## src/rtl/uncenter_scale_pkg.sv

```systemverilog
// Shared widths, fixed-point constants, state encoding and the output clamp
// for the un-center/un-scale datapath.
package uncenter_scale_pkg;

    localparam int Z_W        = 32;
    localparam int ADC_W      = 21;
    localparam int PROD_W     = 64;
    localparam int SUM_W      = 41;
    localparam int Z_FRAC     = 24;
    localparam int MS_FRAC    = 11;
    localparam int ADC_MAX    = 2097151;
    localparam int MUL_CYCLES = 32;
    localparam int CNT_W      = 5;

    localparam logic [1:0] ST_IDLE = 2'd0;
    localparam logic [1:0] ST_MUL  = 2'd1;
    localparam logic [1:0] ST_ACC  = 2'd2;
    localparam logic [1:0] ST_OUT  = 2'd3;

    localparam logic signed [SUM_W-1:0] ADC_MAX_S = SUM_W'(ADC_MAX);

    typedef struct packed {
        logic             sat;
        logic [ADC_W-1:0] x;
    } adc_res_t;

    // Clamp a rounded Q29.0 result into the unsigned ADC code range.
    function automatic adc_res_t sat_adc(input logic signed [SUM_W-1:0] r);
        adc_res_t res;
        res.sat = 1'b0;
        res.x   = r[ADC_W-1:0];
        if (r[SUM_W-1]) begin
            res.sat = 1'b1;
            res.x   = '0;
        end else if (r > ADC_MAX_S) begin
            res.sat = 1'b1;
            res.x   = ADC_W'(ADC_MAX);
        end
        return res;
    endfunction

endpackage

```

## src/rtl/uncenter_scale_if.sv

```systemverilog
// Sample-in / code-out bundle between the upstream stage and uncenter_scale.
interface uncenter_scale_if;
    import uncenter_scale_pkg::*;

    logic [Z_W-1:0]   z_i;
    logic             srdyi;
    logic [Z_W-1:0]   mean;
    logic [Z_W-1:0]   std;
    logic [ADC_W-1:0] x_adc_o;
    logic             srdyo_o;
    logic             busy_o;
    logic             sat_o;

    modport master (
        output z_i, srdyi, mean, std,
        input  x_adc_o, srdyo_o, busy_o, sat_o
    );

    modport slave (
        input  z_i, srdyi, mean, std,
        output x_adc_o, srdyo_o, busy_o, sat_o
    );

endinterface

```

## src/rtl/uncenter_scale_mult.sv

```systemverilog
// Unsigned 32x32 shift-add multiplier, one multiplier bit per clock.
// done is high during the edge that retires the last bit, so product is
// complete in the cycle after done.
module serial_mult32
    import uncenter_scale_pkg::*;
(
    input  logic              clk,
    input  logic              rst_b,
    input  logic              start,
    input  logic [Z_W-1:0]    a,
    input  logic [Z_W-1:0]    b,
    output logic              done,
    output logic [PROD_W-1:0] product
);

    logic [PROD_W-1:0] mcand;
    logic [PROD_W-1:0] acc;
    logic [Z_W-1:0]    mplier;
    logic [CNT_W-1:0]  cnt;
    logic              run;

    assign done    = run && (cnt == CNT_W'(MUL_CYCLES - 1));
    assign product = acc;

    // Load operands on start, then add-and-shift one bit per cycle.
    always_ff @(posedge clk) begin
        if (!rst_b) begin
            mcand  <= '0;
            acc    <= '0;
            mplier <= '0;
            cnt    <= '0;
            run    <= 1'b0;
        end else if (start) begin
            mcand  <= {{(PROD_W-Z_W){1'b0}}, a};
            acc    <= '0;
            mplier <= b;
            cnt    <= '0;
            run    <= 1'b1;
        end else if (run) begin
            if (mplier[0]) begin
                acc <= acc + mcand;
            end
            mcand  <= mcand << 1;
            mplier <= mplier >> 1;
            cnt    <= cnt + CNT_W'(1);
            if (done) begin
                run <= 1'b0;
            end
        end
    end

endmodule

```

## src/rtl/uncenter_scale.sv

```systemverilog
// Inverse of the center/scale stage: x = sat(round(z*std + mean)).
//
// state | meaning
// IDLE  | waiting for srdyi; accepts a sample and starts the multiplier
// MUL   | 32 serial shift-add cycles of |z|*std
// ACC   | apply sign, align Q29.35 -> Q29.11 with rounding, add mean
// OUT   | round to integer code, clamp, pulse srdyo_o
module uncenter_scale
    import uncenter_scale_pkg::*;
(
    input  logic              clk,
    input  logic              GlobalReset,
    uncenter_scale_if.slave   bus
);

    localparam logic signed [PROD_W-1:0] RND_Z  = 64'sd8388608;
    localparam logic signed [SUM_W-1:0]  RND_MS = 41'sd1024;

    logic [1:0]               state;
    logic                     sign_q;
    logic [Z_W-1:0]           mean_q;
    logic signed [SUM_W-1:0]  sum_q;
    logic [ADC_W-1:0]         x_q;
    logic                     sat_q;
    logic                     srdyo_q;

    logic                     accept;
    logic [Z_W-1:0]           z_mag;
    logic                     mult_done;
    logic [PROD_W-1:0]        mult_prod;
    logic signed [PROD_W-1:0] p_signed;
    logic signed [SUM_W-1:0]  p_aligned;
    logic signed [SUM_W-1:0]  sum_next;
    logic signed [SUM_W-1:0]  r_full;
    adc_res_t                 res;

    assign accept = (state == ST_IDLE) && bus.srdyi;
    // Two's-complement negate also maps 0x80000000 to its correct magnitude 2^31.
    assign z_mag  = bus.z_i[Z_W-1] ? (~bus.z_i + Z_W'(1)) : bus.z_i;

    serial_mult32 u_mult (
        .clk     (clk),
        .rst_b   (GlobalReset),
        .start   (accept),
        .a       (z_mag),
        .b       (bus.std),
        .done    (mult_done),
        .product (mult_prod)
    );

    // Signed alignment, rounding and clamp; the sum stays exact in 41 bits.
    always_comb begin
        p_signed  = sign_q ? -$signed(mult_prod) : $signed(mult_prod);
        p_aligned = SUM_W'((p_signed + RND_Z) >>> Z_FRAC);
        sum_next  = p_aligned + $signed({{(SUM_W-Z_W){1'b0}}, mean_q});
        r_full    = (sum_q + RND_MS) >>> MS_FRAC;
        res       = sat_adc(r_full);
    end

    // Sequencer plus registered result; srdyo_o pulses for one cycle leaving OUT.
    always_ff @(posedge clk) begin
        if (!GlobalReset) begin
            state   <= ST_IDLE;
            sign_q  <= 1'b0;
            mean_q  <= '0;
            sum_q   <= '0;
            x_q     <= '0;
            sat_q   <= 1'b0;
            srdyo_q <= 1'b0;
        end else begin
            srdyo_q <= 1'b0;
            case (state)
                ST_IDLE: begin
                    if (accept) begin
                        sign_q <= bus.z_i[Z_W-1];
                        mean_q <= bus.mean;
                        state  <= ST_MUL;
                    end
                end
                ST_MUL: begin
                    if (mult_done) begin
                        state <= ST_ACC;
                    end
                end
                ST_ACC: begin
                    sum_q <= sum_next;
                    state <= ST_OUT;
                end
                ST_OUT: begin
                    x_q     <= res.x;
                    sat_q   <= res.sat;
                    srdyo_q <= 1'b1;
                    state   <= ST_IDLE;
                end
                default: state <= ST_IDLE;
            endcase
        end
    end

    assign bus.x_adc_o = x_q;
    assign bus.sat_o   = sat_q;
    assign bus.srdyo_o = srdyo_q;
    assign bus.busy_o  = (state != ST_IDLE);

endmodule

```

## src/flat_wrapper.sv

```systemverilog
// flat-port wrapper written by rule: the top's interface ports become plain ports
module uncenter_scale_flat import uncenter_scale_pkg::*;
  (clk, GlobalReset, bus_z_i, bus_srdyi, bus_mean, bus_std, bus_x_adc_o, bus_srdyo_o, bus_busy_o, bus_sat_o);
  uncenter_scale_if bus_i ();
  input  logic clk;
  input  logic GlobalReset;
  input wire logic [$bits(bus_i.z_i)-1:0] bus_z_i;
  input wire logic [$bits(bus_i.srdyi)-1:0] bus_srdyi;
  input wire logic [$bits(bus_i.mean)-1:0] bus_mean;
  input wire logic [$bits(bus_i.std)-1:0] bus_std;
  output wire logic [$bits(bus_i.x_adc_o)-1:0] bus_x_adc_o;
  output wire logic [$bits(bus_i.srdyo_o)-1:0] bus_srdyo_o;
  output wire logic [$bits(bus_i.busy_o)-1:0] bus_busy_o;
  output wire logic [$bits(bus_i.sat_o)-1:0] bus_sat_o;
  assign bus_i.z_i = bus_z_i;
  assign bus_i.srdyi = bus_srdyi;
  assign bus_i.mean = bus_mean;
  assign bus_i.std = bus_std;
  assign bus_x_adc_o = bus_i.x_adc_o;
  assign bus_srdyo_o = bus_i.srdyo_o;
  assign bus_busy_o = bus_i.busy_o;
  assign bus_sat_o = bus_i.sat_o;
  uncenter_scale u_core (.clk(clk), .GlobalReset(GlobalReset), .bus(bus_i));
endmodule
```

## config.mk

```make
export PLATFORM = sky130hd
export DESIGN_NAME = uncenter_scale_flat
export DESIGN_NICKNAME = d
export VERILOG_FILES = /design/src/rtl/uncenter_scale_pkg.sv /design/src/rtl/uncenter_scale_if.sv /design/src/rtl/uncenter_scale_mult.sv /design/src/rtl/uncenter_scale.sv /design/src/flat_wrapper.sv
export SDC_FILE = /design/constraint.sdc
export NUM_CORES = 1
export LEC_CHECK = 0
export ABC_CLOCK_PERIOD_IN_PS = 15350
export BUFFER_PORTS_ARGS = -buffer_cell sky130_fd_sc_hd__buf_2
export CORE_MARGIN = 3
export CORE_UTILIZATION = 50
export DETAILED_ROUTE_END_ITERATION = 10
export PLACE_DENSITY = 0.65
export SLEW_MARGIN = 40
export SYNTH_ARGS = -nofsm -noshare
export SYNTH_HDL_FRONTEND = slang
export SYNTH_SLANG_ARGS = --single-unit
```

## constraint.sdc

```tcl
create_clock -name clk -period 15.35 [get_ports clk]
set_clock_uncertainty 0.15 [all_clocks]
set_input_delay 3.07 -clock clk [delete_from_list [all_inputs] [get_ports clk]]
set_output_delay 3.07 -clock clk [all_outputs]
set_load 0.005 [all_outputs]
```

# After elaboration in Yosys (flattened, before gate mapping)
# Index checks and enable logic that the tools add are counted.
[totals]
ff_bits = 265
word_cells = 53
out_inout_bits = 24
[classes]
reduce_logical = 9
order_cmp = 1
bitwise_logic = 2
n_mux = 15
addsub = 7
eq_ne = 6
[op_table]
columns = ["op", "n"]
rows = [
  ["32-bit two-way mux", 5],
  ["64-bit by 25-bit adder with 64-bit output (second input constant)", 1],
  ["64-bit adder", 1],
  ["64-bit two-way mux", 1],
  ["64-bit negator", 1],
  ["22-bit two-way mux", 2],
  ["40-bit by 33-bit adder with 41-bit output", 1],
  ["41-bit by 12-bit adder with 41-bit output (second input constant)", 1],
  ["32-bit by 1-bit adder with 32-bit output (second input constant)", 1],
  ["32-bit inverter", 1],
  ["30-bit by 22-bit > comparator with 1-bit output (second input constant)", 1],
  ["2-bit one-hot mux with 4 select lines", 1],
  ["2-bit AND reduction", 3],
  ["5-bit by 1-bit adder with 5-bit output (second input constant)", 1],
  ["5-bit == test (second input constant)", 1],
  ["2-bit == test (second input constant)", 2],
  ["1-bit two-way mux", 4],
  ["2-bit two-way mux", 2],
  ["2-bit by 1-bit != test with 1-bit output (second input constant)", 2],
  ["2-bit nonzero test", 2],
  ["2-bit by 1-bit == test with 1-bit output (second input constant)", 1],
  ["1-bit logical AND", 2],
  ["2-bit logical NOT", 1],
  ["2-bit OR reduction", 1],
  ["1-bit inverter", 1],
]

# Longest topological paths before layout
[logic_depth]
depth_word = 5
mapped_depth = 31
depth_no_buf = 27

# Modules after synthesis
# A second synthesis with hierarchy kept.
[hier_totals]
hier_cells = 2375
hier_area_um2 = 18456.5
[by_module_without_submodules]
columns = ["mod", "instances", "area_each_um2", "cells_each", "seq_area_each_um2"]
rows = [
  ["serial_mult32", 1, 10249.8, 1288, 3323.2],
  ["uncenter_scale", 1, 8206.6, 1087, 1781.7],
]

# Worst setup path before layout
# OpenSTA, ideal clock, no wires.
[synth_timing]
path_kind = "reg2reg"
from = "register u_core.sign_q"
to = "register u_core.sum_q[40]"
setup_time_ns = 0.116
setup_slack_ns = 8.687
stages_incl_launch_ff = 30
arrival_time_ns = 6.397
path_buffers = 7
path_cell_list = "dfxtp_1 -> clkbuf_1 -> clkbuf_1 -> buf_1 -> clkbuf_1 -> clkbuf_1 -> clkbuf_1 -> clkbuf_1 -> o21ai_0 -> xnor2_1 -> ha_1 -> nand3_1 -> o211ai_1 -> a21boi_2 -> nand2_1 -> nor2_1 -> nand2_1 -> or3_1 -> nor2_1 -> nand2_1 -> xnor2_1 -> ha_1 -> nand4_1 -> o31a_1 -> o211ai_1 -> o211ai_1 -> o21bai_4 -> nor4_4 -> a211oi_1 -> a31o_1"
[synth_between]
elab_chain_len = 3
[synth_lines]
columns = ["item", "line", "text"]
rows = [
  ["start: declaration", "uncenter_scale.sv:20", "logic sign_q;"],
  ["start signal: assignment", "uncenter_scale.sv:75", "sign_q <= bus.z_i[Z_W-1];"],
  ["64-bit two-way mux", "uncenter_scale.sv:53", "p_signed = sign_q ? -$signed(mult_prod) : $signed(mult_prod);"],
  ["64-bit by 25-bit adder with 64-bit output", "uncenter_scale.sv:54", "p_aligned = SUM_W'((p_signed + RND_Z) >>> Z_FRAC);"],
  ["40-bit by 33-bit adder with 41-bit output", "uncenter_scale.sv:55", "sum_next = p_aligned + $signed({{(SUM_W-Z_W){1'b0}}, mean_q});"],
  ["end signal: assignment", "uncenter_scale.sv:86", "sum_q <= sum_next;"],
  ["end: declaration", "uncenter_scale.sv:22", "logic signed [SUM_W-1:0] sum_q;"],
]
# Every way passes these cells.
# A chain may end at the register's enable or synchronous reset.

# Worst setup path in the final report
# Same ends and word-level chain as after synthesis.

==> impl_metrics.toml <==
[cells_and_area]
layout.cells.non_filler = 2788
syn_to_final_growth_pct = 10.0
finalInstanceArea_um2 = 19800
fillers = 3281
finalNetCount = 2514
antenna_cells = 0
layout-drive-gt1-share_pct = 10.6
post-route-util_pct = 56.5

[sta]
fmax_mhz = 147
fin_crit_ps = 6790
whs_ps = 313
maxSlewViolCount = 0
tns_ps = 0
setup_slack_ps = 8560
rsz0062_at_grt = "false"
worst_pin_slew_ps = 873
maxSlewHeadroom_pct = 41.0
finalHoldViolations = 0
setup_viol = 0
post-route-period-util_pct = 44.2

[worst_setup_path]
r2r_slack_ps = 8560
cp.arrival_ps = 7080
r2r-start = "u_core.sign_q$_SDFFE_PN0P_"
cpMostUsedCell = "o21ai_0"
end_kind = "flop"
ff2ff_path_depth = 24
required_ps = 15640
timing.rr.end = "u_core.sum_q[40]$_SDFFE_PN0P_"
start_kind = "flop"
cp_cell_sequence = "buf_4 > clkinv_1 > or4_1 > nor3_2 > o21ai_1 > nand2_1 > nand2_1 > o311ai_0 > o31ai_1 > a31oi_1 > xnor2_1 > ha_1 > o21ai_0 > a21oi_1 > o21ai_0 > a21oi_1 > o21ai_0 > o31a_1 > o211ai_1 > o211ai_1 > o21bai_4 > nor4_4 > a211oi_1 > a31o_1"
critPathKind = "flop to flop"
cp_slowest_cell = "clkinv_1"
cp_max_fo = 74
slowest_delay_ps = 890

[status]
run_status = "finished, final reports clean"

[clocking]
cts_made_buffers = 29
post_cts_buffers = 0
cts_tree = "yes"
cts_hold_buf = 0
clk_pin_slew_ps = 60
root_buffer = "clkbuf_16"
clock_path_buffers = 3
clk_latency_ps = 560
htreeDepth = 1
cts-resized-gates = 0
clock-sinks = 255

[yosys]
postSynthCellCount = 2277
syn_nets = 2481
synth_edf_count = 0
syn-cell-area_um2 = 18000
yosysSeqAreaShare_pct = 28.3
ys_ff_latch = 255
async_flop_share_pct = 0
synth.distinct_cells = 98
ys.flop_type = "dfxtp_1"
avgSynthCellArea_um2 = 7.91
yosys_warnings = 0

[grt]
grt_pass1_wl_mm = 76.8
grt_max_degree = 106
grt_usage_pct = 23.4
overflow = 0
antenna_found_initial = 0
grt_pass1_vias = 15300

[detailed_routing]
postRouteWirelength_mm = 46.2
vias = 16200
post-route-drc-count = 0
ant_nets = 0
wire_per_inst_um = 16.6
drt_iter0_markers = 1198
drtPass1Iterations = 5
vias_per_cell = 5.80

[floorplan]
fp.coreArea_um2 = 35100
row_count = 68
top_level_ports = 123
dieArea_um2 = 38300
initial_core_util_pct = 51.4
die_w_um = 196
die-height_um = 196

[place]
preCtsSetupSlack_ps = 8640
io_buffers = 122
place_area_um2 = 18800
dp_cells = 2733
dpl.hpwl_mm = 34.2
gp_congestion = 0.918

[pwr]
pwr-share-comb_pct = 34.9
ir_drop_mv = 0.177
p_clk_share_pct = 30.0
p_int_mw = 1.56
seq_power_share_pct = 35.1
power.leakage_nw = 8.00
power_density_nw_per_um2 = 125
p_total_mw = 2.47
net-switching-power_mw = 0.913
switching_share_pct = 37.0

[flow_run]
maxCapViolations = 0

[worst_hold_path]
holdPathStages = 2
holdCritStartpoint = "u_core.mean_q[0]$_SDFFE_PN0P_"
hold_path.class = "flop to flop"
holdPathEnd = "u_core.mean_q[0]$_SDFFE_PN0P_"
## placed cells by master, fill, tap and decap left out, drive strengths merged, types with 42 or more instances in the layout
cell / synthesis / routed
a211oi: 77 / 77
a21o: 53 / 53
a21oi: 205 / 205
buf: 31 / 138
dfxtp: 255 / 255
ha: 104 / 104
inv: 51 / 54
mux2i: 120 / 120
nand2: 277 / 277
nand3: 55 / 55
nor2: 236 / 236
nor3: 42 / 42
o21ai: 84 / 84
xnor2: 141 / 141
xor2: 49 / 49
## logic make-up (layout without fill, tap and decap cells)
kind of cell / count (synthesis) / count (layout) / synth area share [%]
xor+xnor: 190 / 190 / 9.28
fa+ha+maj: 105 / 105 / 7.33
simple gates: 822 / 822 / 22.3
mux: 120 / 120 / 6.67
buf+inv: 189 / 245 / 4.42
compound gates: 596 / 596 / 21.6
flops: 255 / 255 / 28.3
## state kept, by name (all words and copies together) (netlist names)
register	cells
u_core.bus.srdyo_o	1
u_core.u_mult.mcand	64
u_core.u_mult.product	64
u_core.sign_q	1
u_core.u_mult.mplier	32
u_core.sum_q	31
u_core.mean_q	32
u_core.u_mult.cnt	5
u_core.u_mult.run	1
u_core.state	2
u_core.bus.sat_o	1
u_core.bus.x_adc_o	21
## power by group through the flow
stage                     clock network, mW  logic [mW]  registers (mW)
after floorplan                           0       0.702           0.830
after global placement                    0       0.828           0.883
after detailed placement                  0       0.855           0.878
after CTS                             0.758       0.860           0.864
after global routing                  0.783       0.965           0.878
final                                 0.741       0.862           0.865
## worst max path at each step
stage	to	start	cells after the start	slack, ps
floorplan	u_core.sum_q[40]$_SDFFE_PN0P_	u_core.sign_q$_SDFFE_PN0P_	29	8690
finish	u_core.sum_q[40]$_SDFFE_PN0P_	u_core.sign_q$_SDFFE_PN0P_	24	8560
CTS	u_core.sum_q[40]$_SDFFE_PN0P_	u_core.sign_q$_SDFFE_PN0P_	24	8610
global placement	u_core.sum_q[40]$_SDFFE_PN0P_	u_core.sign_q$_SDFFE_PN0P_	24	8810
global route	u_core.sum_q[36]$_SDFFE_PN0P_	u_core.sign_q$_SDFFE_PN0P_	24	8010
detailed placement	u_core.sum_q[40]$_SDFFE_PN0P_	u_core.sign_q$_SDFFE_PN0P_	24	8640
## cells in the mapped netlist (17+ instances only)
cell	n	area, um2
nand2_1	276	1040
nor2_1	236	886
buf_1	21	78.8
and3_1	24	150
clkbuf_1	100	375
nand4_1	33	206
xnor2_1	141	1230
o21ai_0	81	405
mux2i_1	120	1200
inv_1	51	191
nand3_1	52	260
a31oi_1	21	131
and2_1	17	106
dfxtp_1	255	5100
xor2_1	48	420
a21o_1	53	398
nand2b_1	35	219
nor3_1	34	170
a211oi_1	77	578
ha_1	104	1300
o21bai_1	17	128
o211ai_1	31	233
a21oi_1	203	1020
o31ai_1	23	173
## per-layer routing
layer  track usage (%)  wire length [um]
met4              5.65               996
met3              2.46              2220
met2              36.5             19600
met5                 0                 0
met1              34.7             23400
## final cells by class
type                       instances  area, um2  area share [%]
inverter                          53        201            1.02
sequential                       255       5110            25.8
clock buffer                      40        857            4.32
multi-input combinational       1833      12100            61.2
timing repair buffer             138        767            3.87
clock inverter                    14        183           0.922
tap                              455        569            2.87
## critical path: cells and delay by family, from the launching register on
kind	cells	cell delay, ps
flops	1	310
fa+ha+maj	1	310
xor+xnor	1	100
compound gates	15	2880
simple gates	5	1480
buf+inv	2	1430
No activity file was read; power rests on OpenSTA's default activity.
